**src/rtl/l2tlb_ctx.sv**
```systemverilog
// l2tlb_ctx: fully associative L2 TLB tagged by {context index, VPN} with an NCTX-slot SBPTR table.
// Define L2TLB_PERF_CNT_EN to add saturating perf_hits / perf_misses counters.
module l2tlb_ctx #(
   parameter int unsigned VPN_W   = 36,
   parameter int unsigned PPN_W   = 28,
   parameter int unsigned SBPTR_W = 20,
   parameter int unsigned ID_W    = 6,
   parameter int unsigned ENTRIES = 16,
   parameter int unsigned NCTX    = 4
) (
   input  logic               clk,
   input  logic               reset,
   input  logic               req_valid,
   output logic               req_retry,
   input  logic [SBPTR_W-1:0] req_sbptr,
   input  logic [VPN_W-1:0]   req_vpn,
   input  logic [ID_W-1:0]    req_id,
   output logic               resp_valid,
   input  logic               resp_retry,
   output logic [ID_W-1:0]    resp_id,
   output logic [PPN_W-1:0]   resp_ppn,
   output logic               resp_fault,
   output logic               walk_valid,
   input  logic               walk_retry,
   output logic [SBPTR_W-1:0] walk_sbptr,
   output logic [VPN_W-1:0]   walk_vpn,
   input  logic               fill_valid,
   output logic               fill_retry,
   input  logic [PPN_W-1:0]   fill_ppn,
   input  logic               fill_fault,
   output logic               snoop_valid,
   input  logic               snoop_retry,
   output logic [SBPTR_W-1:0] snoop_sbptr
`ifdef L2TLB_PERF_CNT_EN
   ,
   output logic [31:0]        perf_hits,
   output logic [31:0]        perf_misses
`endif
);
   localparam int unsigned CTX_W = $clog2(NCTX);
   localparam int unsigned ENT_W = $clog2(ENTRIES);

   typedef enum logic [2:0] {IDLE, RESP, WALK, WAIT_FILL, SNOOP} state_t;
   state_t state_q, state_d;

   logic [ENTRIES-1:0] ent_valid_q, ent_valid_d;
   logic [CTX_W-1:0]   ent_ctx_q [ENTRIES];
   logic [CTX_W-1:0]   ent_ctx_d [ENTRIES];
   logic [VPN_W-1:0]   ent_vpn_q [ENTRIES];
   logic [VPN_W-1:0]   ent_vpn_d [ENTRIES];
   logic [PPN_W-1:0]   ent_ppn_q [ENTRIES];
   logic [PPN_W-1:0]   ent_ppn_d [ENTRIES];

   logic [NCTX-1:0]    ctx_valid_q, ctx_valid_d;
   logic [SBPTR_W-1:0] ctx_sbptr_q [NCTX];
   logic [SBPTR_W-1:0] ctx_sbptr_d [NCTX];

   logic [CTX_W-1:0]   ctx_rr_q, ctx_rr_d, cur_ctx_q, cur_ctx_d;
   logic [ENT_W-1:0]   ent_rr_q, ent_rr_d;
   logic [SBPTR_W-1:0] sbptr_q, sbptr_d, snoop_sbptr_q, snoop_sbptr_d;
   logic [VPN_W-1:0]   vpn_q, vpn_d;
   logic [ID_W-1:0]    id_q, id_d;
   logic [PPN_W-1:0]   resp_ppn_q, resp_ppn_d;
   logic               resp_fault_q, resp_fault_d;

   logic               ctx_hit, ctx_free, ent_hit, ent_free;
   logic [CTX_W-1:0]   ctx_hit_idx, ctx_free_idx;
   logic [ENT_W-1:0]   ent_free_idx, ent_ins_idx;
   logic [PPN_W-1:0]   ent_hit_ppn;

   // Context match uses the live request; entry match keys on the matched slot index.
   always_comb begin
      ctx_hit      = 1'b0;
      ctx_hit_idx  = '0;
      ctx_free     = 1'b0;
      ctx_free_idx = '0;
      for (int unsigned i = 0; i < NCTX; i++) begin
         if (ctx_valid_q[i] && (ctx_sbptr_q[i] == req_sbptr)) begin
            ctx_hit     = 1'b1;
            ctx_hit_idx = CTX_W'(i);
         end
         if (!ctx_valid_q[i] && !ctx_free) begin
            ctx_free     = 1'b1;
            ctx_free_idx = CTX_W'(i);
         end
      end
      ent_hit      = 1'b0;
      ent_hit_ppn  = '0;
      ent_free     = 1'b0;
      ent_free_idx = '0;
      for (int unsigned i = 0; i < ENTRIES; i++) begin
         if (ent_valid_q[i] && (ent_ctx_q[i] == ctx_hit_idx) && (ent_vpn_q[i] == req_vpn)) begin
            ent_hit     = 1'b1;
            ent_hit_ppn = ent_ppn_q[i];
         end
         if (!ent_valid_q[i] && !ent_free) begin
            ent_free     = 1'b1;
            ent_free_idx = ENT_W'(i);
         end
      end
      ent_ins_idx = ent_free ? ent_free_idx : ent_rr_q;
   end

   always_comb begin
      state_d       = state_q;
      ent_valid_d   = ent_valid_q;
      ent_ctx_d     = ent_ctx_q;
      ent_vpn_d     = ent_vpn_q;
      ent_ppn_d     = ent_ppn_q;
      ctx_valid_d   = ctx_valid_q;
      ctx_sbptr_d   = ctx_sbptr_q;
      ctx_rr_d      = ctx_rr_q;
      cur_ctx_d     = cur_ctx_q;
      ent_rr_d      = ent_rr_q;
      sbptr_d       = sbptr_q;
      vpn_d         = vpn_q;
      id_d          = id_q;
      resp_ppn_d    = resp_ppn_q;
      resp_fault_d  = resp_fault_q;
      snoop_sbptr_d = snoop_sbptr_q;
      case (state_q)
         IDLE: begin
            if (req_valid) begin
               sbptr_d = req_sbptr;
               vpn_d   = req_vpn;
               id_d    = req_id;
               if (ctx_hit) begin
                  cur_ctx_d = ctx_hit_idx;
                  if (ent_hit) begin
                     resp_ppn_d   = ent_hit_ppn;
                     resp_fault_d = 1'b0;
                     state_d      = RESP;
                  end else begin
                     state_d = WALK;
                  end
               end else if (ctx_free) begin
                  ctx_valid_d[ctx_free_idx] = 1'b1;
                  ctx_sbptr_d[ctx_free_idx] = req_sbptr;
                  cur_ctx_d                 = ctx_free_idx;
                  state_d                   = WALK;
               end else begin
                  // Evict the round-robin slot: its entries go and the DCTLB is told.
                  for (int unsigned i = 0; i < ENTRIES; i++) begin
                     if (ent_ctx_q[i] == ctx_rr_q) ent_valid_d[i] = 1'b0;
                  end
                  snoop_sbptr_d         = ctx_sbptr_q[ctx_rr_q];
                  ctx_sbptr_d[ctx_rr_q] = req_sbptr;
                  cur_ctx_d             = ctx_rr_q;
                  ctx_rr_d              = ctx_rr_q + CTX_W'(1);
                  state_d               = SNOOP;
               end
            end
         end
         SNOOP: if (!snoop_retry) state_d = WALK;
         WALK:  if (!walk_retry) state_d = WAIT_FILL;
         WAIT_FILL: begin
            if (fill_valid) begin
               resp_ppn_d   = fill_ppn;
               resp_fault_d = fill_fault;
               state_d      = RESP;
               if (!fill_fault) begin
                  ent_valid_d[ent_ins_idx] = 1'b1;
                  ent_ctx_d[ent_ins_idx]   = cur_ctx_q;
                  ent_vpn_d[ent_ins_idx]   = vpn_q;
                  ent_ppn_d[ent_ins_idx]   = fill_ppn;
                  if (!ent_free) begin
                     ent_rr_d = (ent_rr_q == ENT_W'(ENTRIES - 1)) ? '0 : ent_rr_q + ENT_W'(1);
                  end
               end
            end
         end
         RESP:    if (!resp_retry) state_d = IDLE;
         default: state_d = IDLE;
      endcase
   end

   always_ff @(posedge clk or negedge reset) begin
      if (!reset) begin
         state_q       <= IDLE;
         ent_valid_q   <= '0;
         ctx_valid_q   <= '0;
         ctx_rr_q      <= '0;
         ent_rr_q      <= '0;
         cur_ctx_q     <= '0;
         sbptr_q       <= '0;
         vpn_q         <= '0;
         id_q          <= '0;
         resp_ppn_q    <= '0;
         resp_fault_q  <= 1'b0;
         snoop_sbptr_q <= '0;
      end else begin
         state_q       <= state_d;
         ent_valid_q   <= ent_valid_d;
         ctx_valid_q   <= ctx_valid_d;
         ctx_rr_q      <= ctx_rr_d;
         ent_rr_q      <= ent_rr_d;
         cur_ctx_q     <= cur_ctx_d;
         sbptr_q       <= sbptr_d;
         vpn_q         <= vpn_d;
         id_q          <= id_d;
         resp_ppn_q    <= resp_ppn_d;
         resp_fault_q  <= resp_fault_d;
         snoop_sbptr_q <= snoop_sbptr_d;
      end
   end

   // Payload arrays are qualified by valid bits, so they need no reset.
   always_ff @(posedge clk) begin
      ent_ctx_q   <= ent_ctx_d;
      ent_vpn_q   <= ent_vpn_d;
      ent_ppn_q   <= ent_ppn_d;
      ctx_sbptr_q <= ctx_sbptr_d;
   end

   assign req_retry   = !reset || (state_q != IDLE);
   assign fill_retry  = !reset || (state_q != WAIT_FILL);
   assign resp_valid  = (state_q == RESP);
   assign walk_valid  = (state_q == WALK);
   assign snoop_valid = (state_q == SNOOP);
   assign resp_id     = id_q;
   assign resp_ppn    = resp_ppn_q;
   assign resp_fault  = resp_fault_q;
   assign walk_sbptr  = sbptr_q;
   assign walk_vpn    = vpn_q;
   assign snoop_sbptr = snoop_sbptr_q;

`ifdef L2TLB_PERF_CNT_EN
   logic [31:0] hits_q, hits_d, misses_q, misses_d;

   always_comb begin
      hits_d   = hits_q;
      misses_d = misses_q;
      if ((state_q == IDLE) && req_valid) begin
         if (ctx_hit && ent_hit) begin
            if (hits_q != '1) hits_d = hits_q + 32'd1;
         end else begin
            if (misses_q != '1) misses_d = misses_q + 32'd1;
         end
      end
   end

   always_ff @(posedge clk or negedge reset) begin
      if (!reset) begin
         hits_q   <= '0;
         misses_q <= '0;
      end else begin
         hits_q   <= hits_d;
         misses_q <= misses_d;
      end
   end

   assign perf_hits   = hits_q;
   assign perf_misses = misses_q;
`endif

endmodule
```
**config.mk**
```make
export PLATFORM = sky130hd
export DESIGN_NAME = l2tlb_ctx
export DESIGN_NICKNAME = d
export VERILOG_FILES = /design/src/rtl/l2tlb_ctx.sv
export SDC_FILE = /design/constraint.sdc
export NUM_CORES = 2
export LEC_CHECK = 0
export CORE_MARGIN = 1.5
export CORE_UTILIZATION = 65
export CTS_BUF_LIST = sky130_fd_sc_hd__clkbuf_2
export DETAILED_ROUTE_END_ITERATION = 8
export GPL_ROUTABILITY_DRIVEN = 1
export PLACE_DENSITY = 0.89
export SLEW_MARGIN = 40
export SYNTH_ARGS = -nofsm -noshare
export SYNTH_HDL_FRONTEND = slang
export SYNTH_SLANG_ARGS = --single-unit
```
**constraint.sdc**
```tcl
create_clock -name clk -period 10.65 [get_ports clk]
set_input_delay 2.13 -clock clk [delete_from_list [all_inputs] [get_ports clk]]
set_output_delay 2.13 -clock clk [all_outputs]
set_load 0.02 [all_outputs]
```
==> reports/qor.txt <==
Synth warnings = 0
DR vias = 41300
Synth top cells by count = 1136 x edfxtp_1, 480 x nand2_1, 350 x xor2_1, 332 x xnor2_1, 142 x dfrtp_1
Clk_skew = 0.178 ns
Detail Placement HPWL = 108000 um
Syn avg cell area = 14.0 um^2
Worst-path cell chain = clkdlybuf4s50_1 -> xor2_1 -> nor4_4 -> and4_1 -> nand2_2 -> a32oi_1 -> a21o_1 -> buf_4 -> nand4_1 -> o21ai_2 -> o21ai_4 -> buf_4 -> mux2_4
Area delta synth->final = 12.2%
Critical path class = primary input to register
Iteration-0 DRC Markers = 6697
Post-route ant nets = 0
Final core utilization = 0.736
Number of remaining DRC errors = 0
Hold Vio Cnt, Final = 0
Final Cycle Share = 0.581
Routed wire length = 188000 um
First-pass GRT wire length = 269000 um
Final Max Tran Viols = 0
Drt via density = 7.00
Worst path bufs/invs = 3
Critical Path Sink Type = register
Most frequent CP cell = buf_4
Starting Density = 0.656
IO Pins = 214
Peak VDD IR = 0.000188 V
Skew-Pair Late Insertion Delay = 1.58 ns
CP peak stage delay = 0.76 ns
Syn Std Cell Area = 56800 um^2
#FFs+latches synth = 1278
Seq/Total Area, Yosys = 0.663
Total power = 12600 uW
Final #Nets = 4611
Setup crit start kind = primary input
Die area = 89200 um^2
Worst Path Required = 11.94 ns
Slew Limit Headroom = 0.343
Most common cell in the netlist = edfxtp_1
Hold_buf cts = 0
Crit-path slowest cell = clkdlybuf4s50_1
1st-pass router iterations = 8
Pre-CTS setup slack = 3.26 ns
Worst Max-Slew Pin Slew = 0.985 ns
Highest clock rate = 0.162 GHz
Die H = 299 um
Global placement routability congestion = 0.985
Buffers on Ports = 213
CTS resizes = 0
Reg clk slew, reported paths = 0.08 ns
Antenna violations before repair = 13
WL/cell = 31.8 um
Crit path max-delay family = simple AND/OR/NAND/NOR gates
RSZ-0062 raised after global routing = false
H-tree levels = 5
Total track usage = 0.421
Total CTS buffers = 321
Area contributors post-synth = edfxtp_1 60%, dfrtp_1 6.3%, xor2_1 5.4%
Max_cap viols = 0
Share of cells above drive strength 1 = 0.186
Fin crit period = 6.19 ns
Fin area = 63700 um^2
Rows = 108
Cell taking the most area after synthesis = edfxtp_1
Async SR Flop Fraction = 0.111
Max FO, Critical Path = 33
Leak = 0.0219 uW
P per Cell Area = 198 nW/um^2
CTS tree = built
Fillers = 4963
Die X = 299 um
Outcome = finished clean
Core area = 86600 um^2
Placed Area = 60800 um^2
WP data arrival = 7.48 ns
Post-synth EDFFs = 1136
Setup ws final = 4.46 ns
Sink Count = 1278
Clk buf depth = 4
Dominant synthesized flop cell = edfxtp_1
Postcts setup bufs = 0
Pin count of the biggest net entering global routing = 68
Synth top area share = 0.600
Gr ovfl total = 0
Synthesized net count = 4175
Hold Path Class = register to register
# setup viols final = 0
Vias in the first global route = 41600
Post-route setup TNS = 0 ns
Mapped Cells = 4072
Cell variety after synth = 96
Root buf cell = clkbuf_2
-- cell families after synthesis --
family / synth area share
flip-flops: 0.663
AND/OR/NAND/NOR: 0.113
XOR/XNOR: 0.105
AO/OA/AOI/OAI: 0.0784
buffers and inverters: 0.0233
multiplexers: 0.0159
adder cells (fa/ha/maj): 0.00110
-- sequential cells by signal (all words and copies together), names as in the netlist --
name         count
ctx_rr_q         2
ctx_sbptr_q     80
ctx_valid_q      4
cur_ctx_q        2
ent_ctx_q       32
ent_ppn_q      448
ent_rr_q         4
ent_valid_q     16
ent_vpn_q      576
resp_fault       1
resp_id          6
resp_ppn        28
snoop_sbptr     20
state_q          3
walk_sbptr      20
walk_vpn        36
-- worst min-delay path: stages (launching register included) --
cell	delay (ns)
dfrtp_1	0.35
nand2_1	0.05
nand2_1	0.06
-- per-layer routing --
layer  up-vias  GRT usage  wire, um
li1      16400          -         -
met2      4300      0.613     80800
met5         -     0.0148       243
met4        12      0.297     15700
met3      1102      0.169     34000
met1     19500      0.513     57400
-- layout make-up --
cell class / instances / area, um^2 / share of cell area
Antenna cell: 8 / 20.0 / 0.000314
Clock buffer: 486 / 2430 / 0.0382
Clock inverter: 72 / 448 / 0.00703
Inverter: 30 / 113 / 0.00177
Multi-Input combinational cell: 2520 / 18100 / 0.284
Sequential cell: 1278 / 37700 / 0.591
Tap cell: 1155 / 1450 / 0.0227
Timing Repair Buffer: 357 / 3510 / 0.0550
-- through the flow --
step	std cells	hold slack (ns)
detailed placement	5339	0.461
CTS	5897	0.482
finish	5906	0.484
global route	5903	0.512
global placement	5322	0.458
floorplan	4072	0.468
-- where the power goes --
group          switching [uW]  internal, uW
sequential                358          6080
combinational            1900           903
clock                    2010          1350
total                    4260          8330
-- path summary, 6_finish.rpt --
path,endpoint,from,slack [ns],cells after the start
setup / recovery,resp_ppn[22]$_DFFE_PN0P_,req_sbptr[4],4.46,13
hold / removal,resp_id[0]$_DFFE_PN0P_,resp_id[0]$_DFFE_PN0P_,0.48,2
setup reg to reg,resp_ppn[22]$_DFFE_PN0P_,ctx_sbptr_q[4]$_DFFE_PP_,5.43,12
hold reg to reg,resp_id[0]$_DFFE_PN0P_,resp_id[0]$_DFFE_PN0P_,0.48,2
max in group asynchronous,walk_vpn[24]$_DFFE_PN0P_,reset,8.76,2
min in group asynchronous,walk_vpn[35]$_DFFE_PN0P_,reset,0.59,1
-- cells in the final DEF, fill, tap and decap left out, drive strengths merged, types with 30 or more instances in the layout --
master / count
o221a: 105
and2: 86
nor4: 113
nand3: 110
a211oi: 74
clkinv: 62
nor2b: 37
nand4: 131
o21ai: 62
nand2b: 44
nand2: 483
clkbuf: 488
a21oi: 49
xnor2: 332
dfrtp: 142
buf: 143
edfxtp: 1136
nor3: 43
a31oi: 45
nor2: 75
mux2: 30
clkdlybuf4s50: 212
xor2: 350
inv: 34
Power figures use the tool's default switching activity.
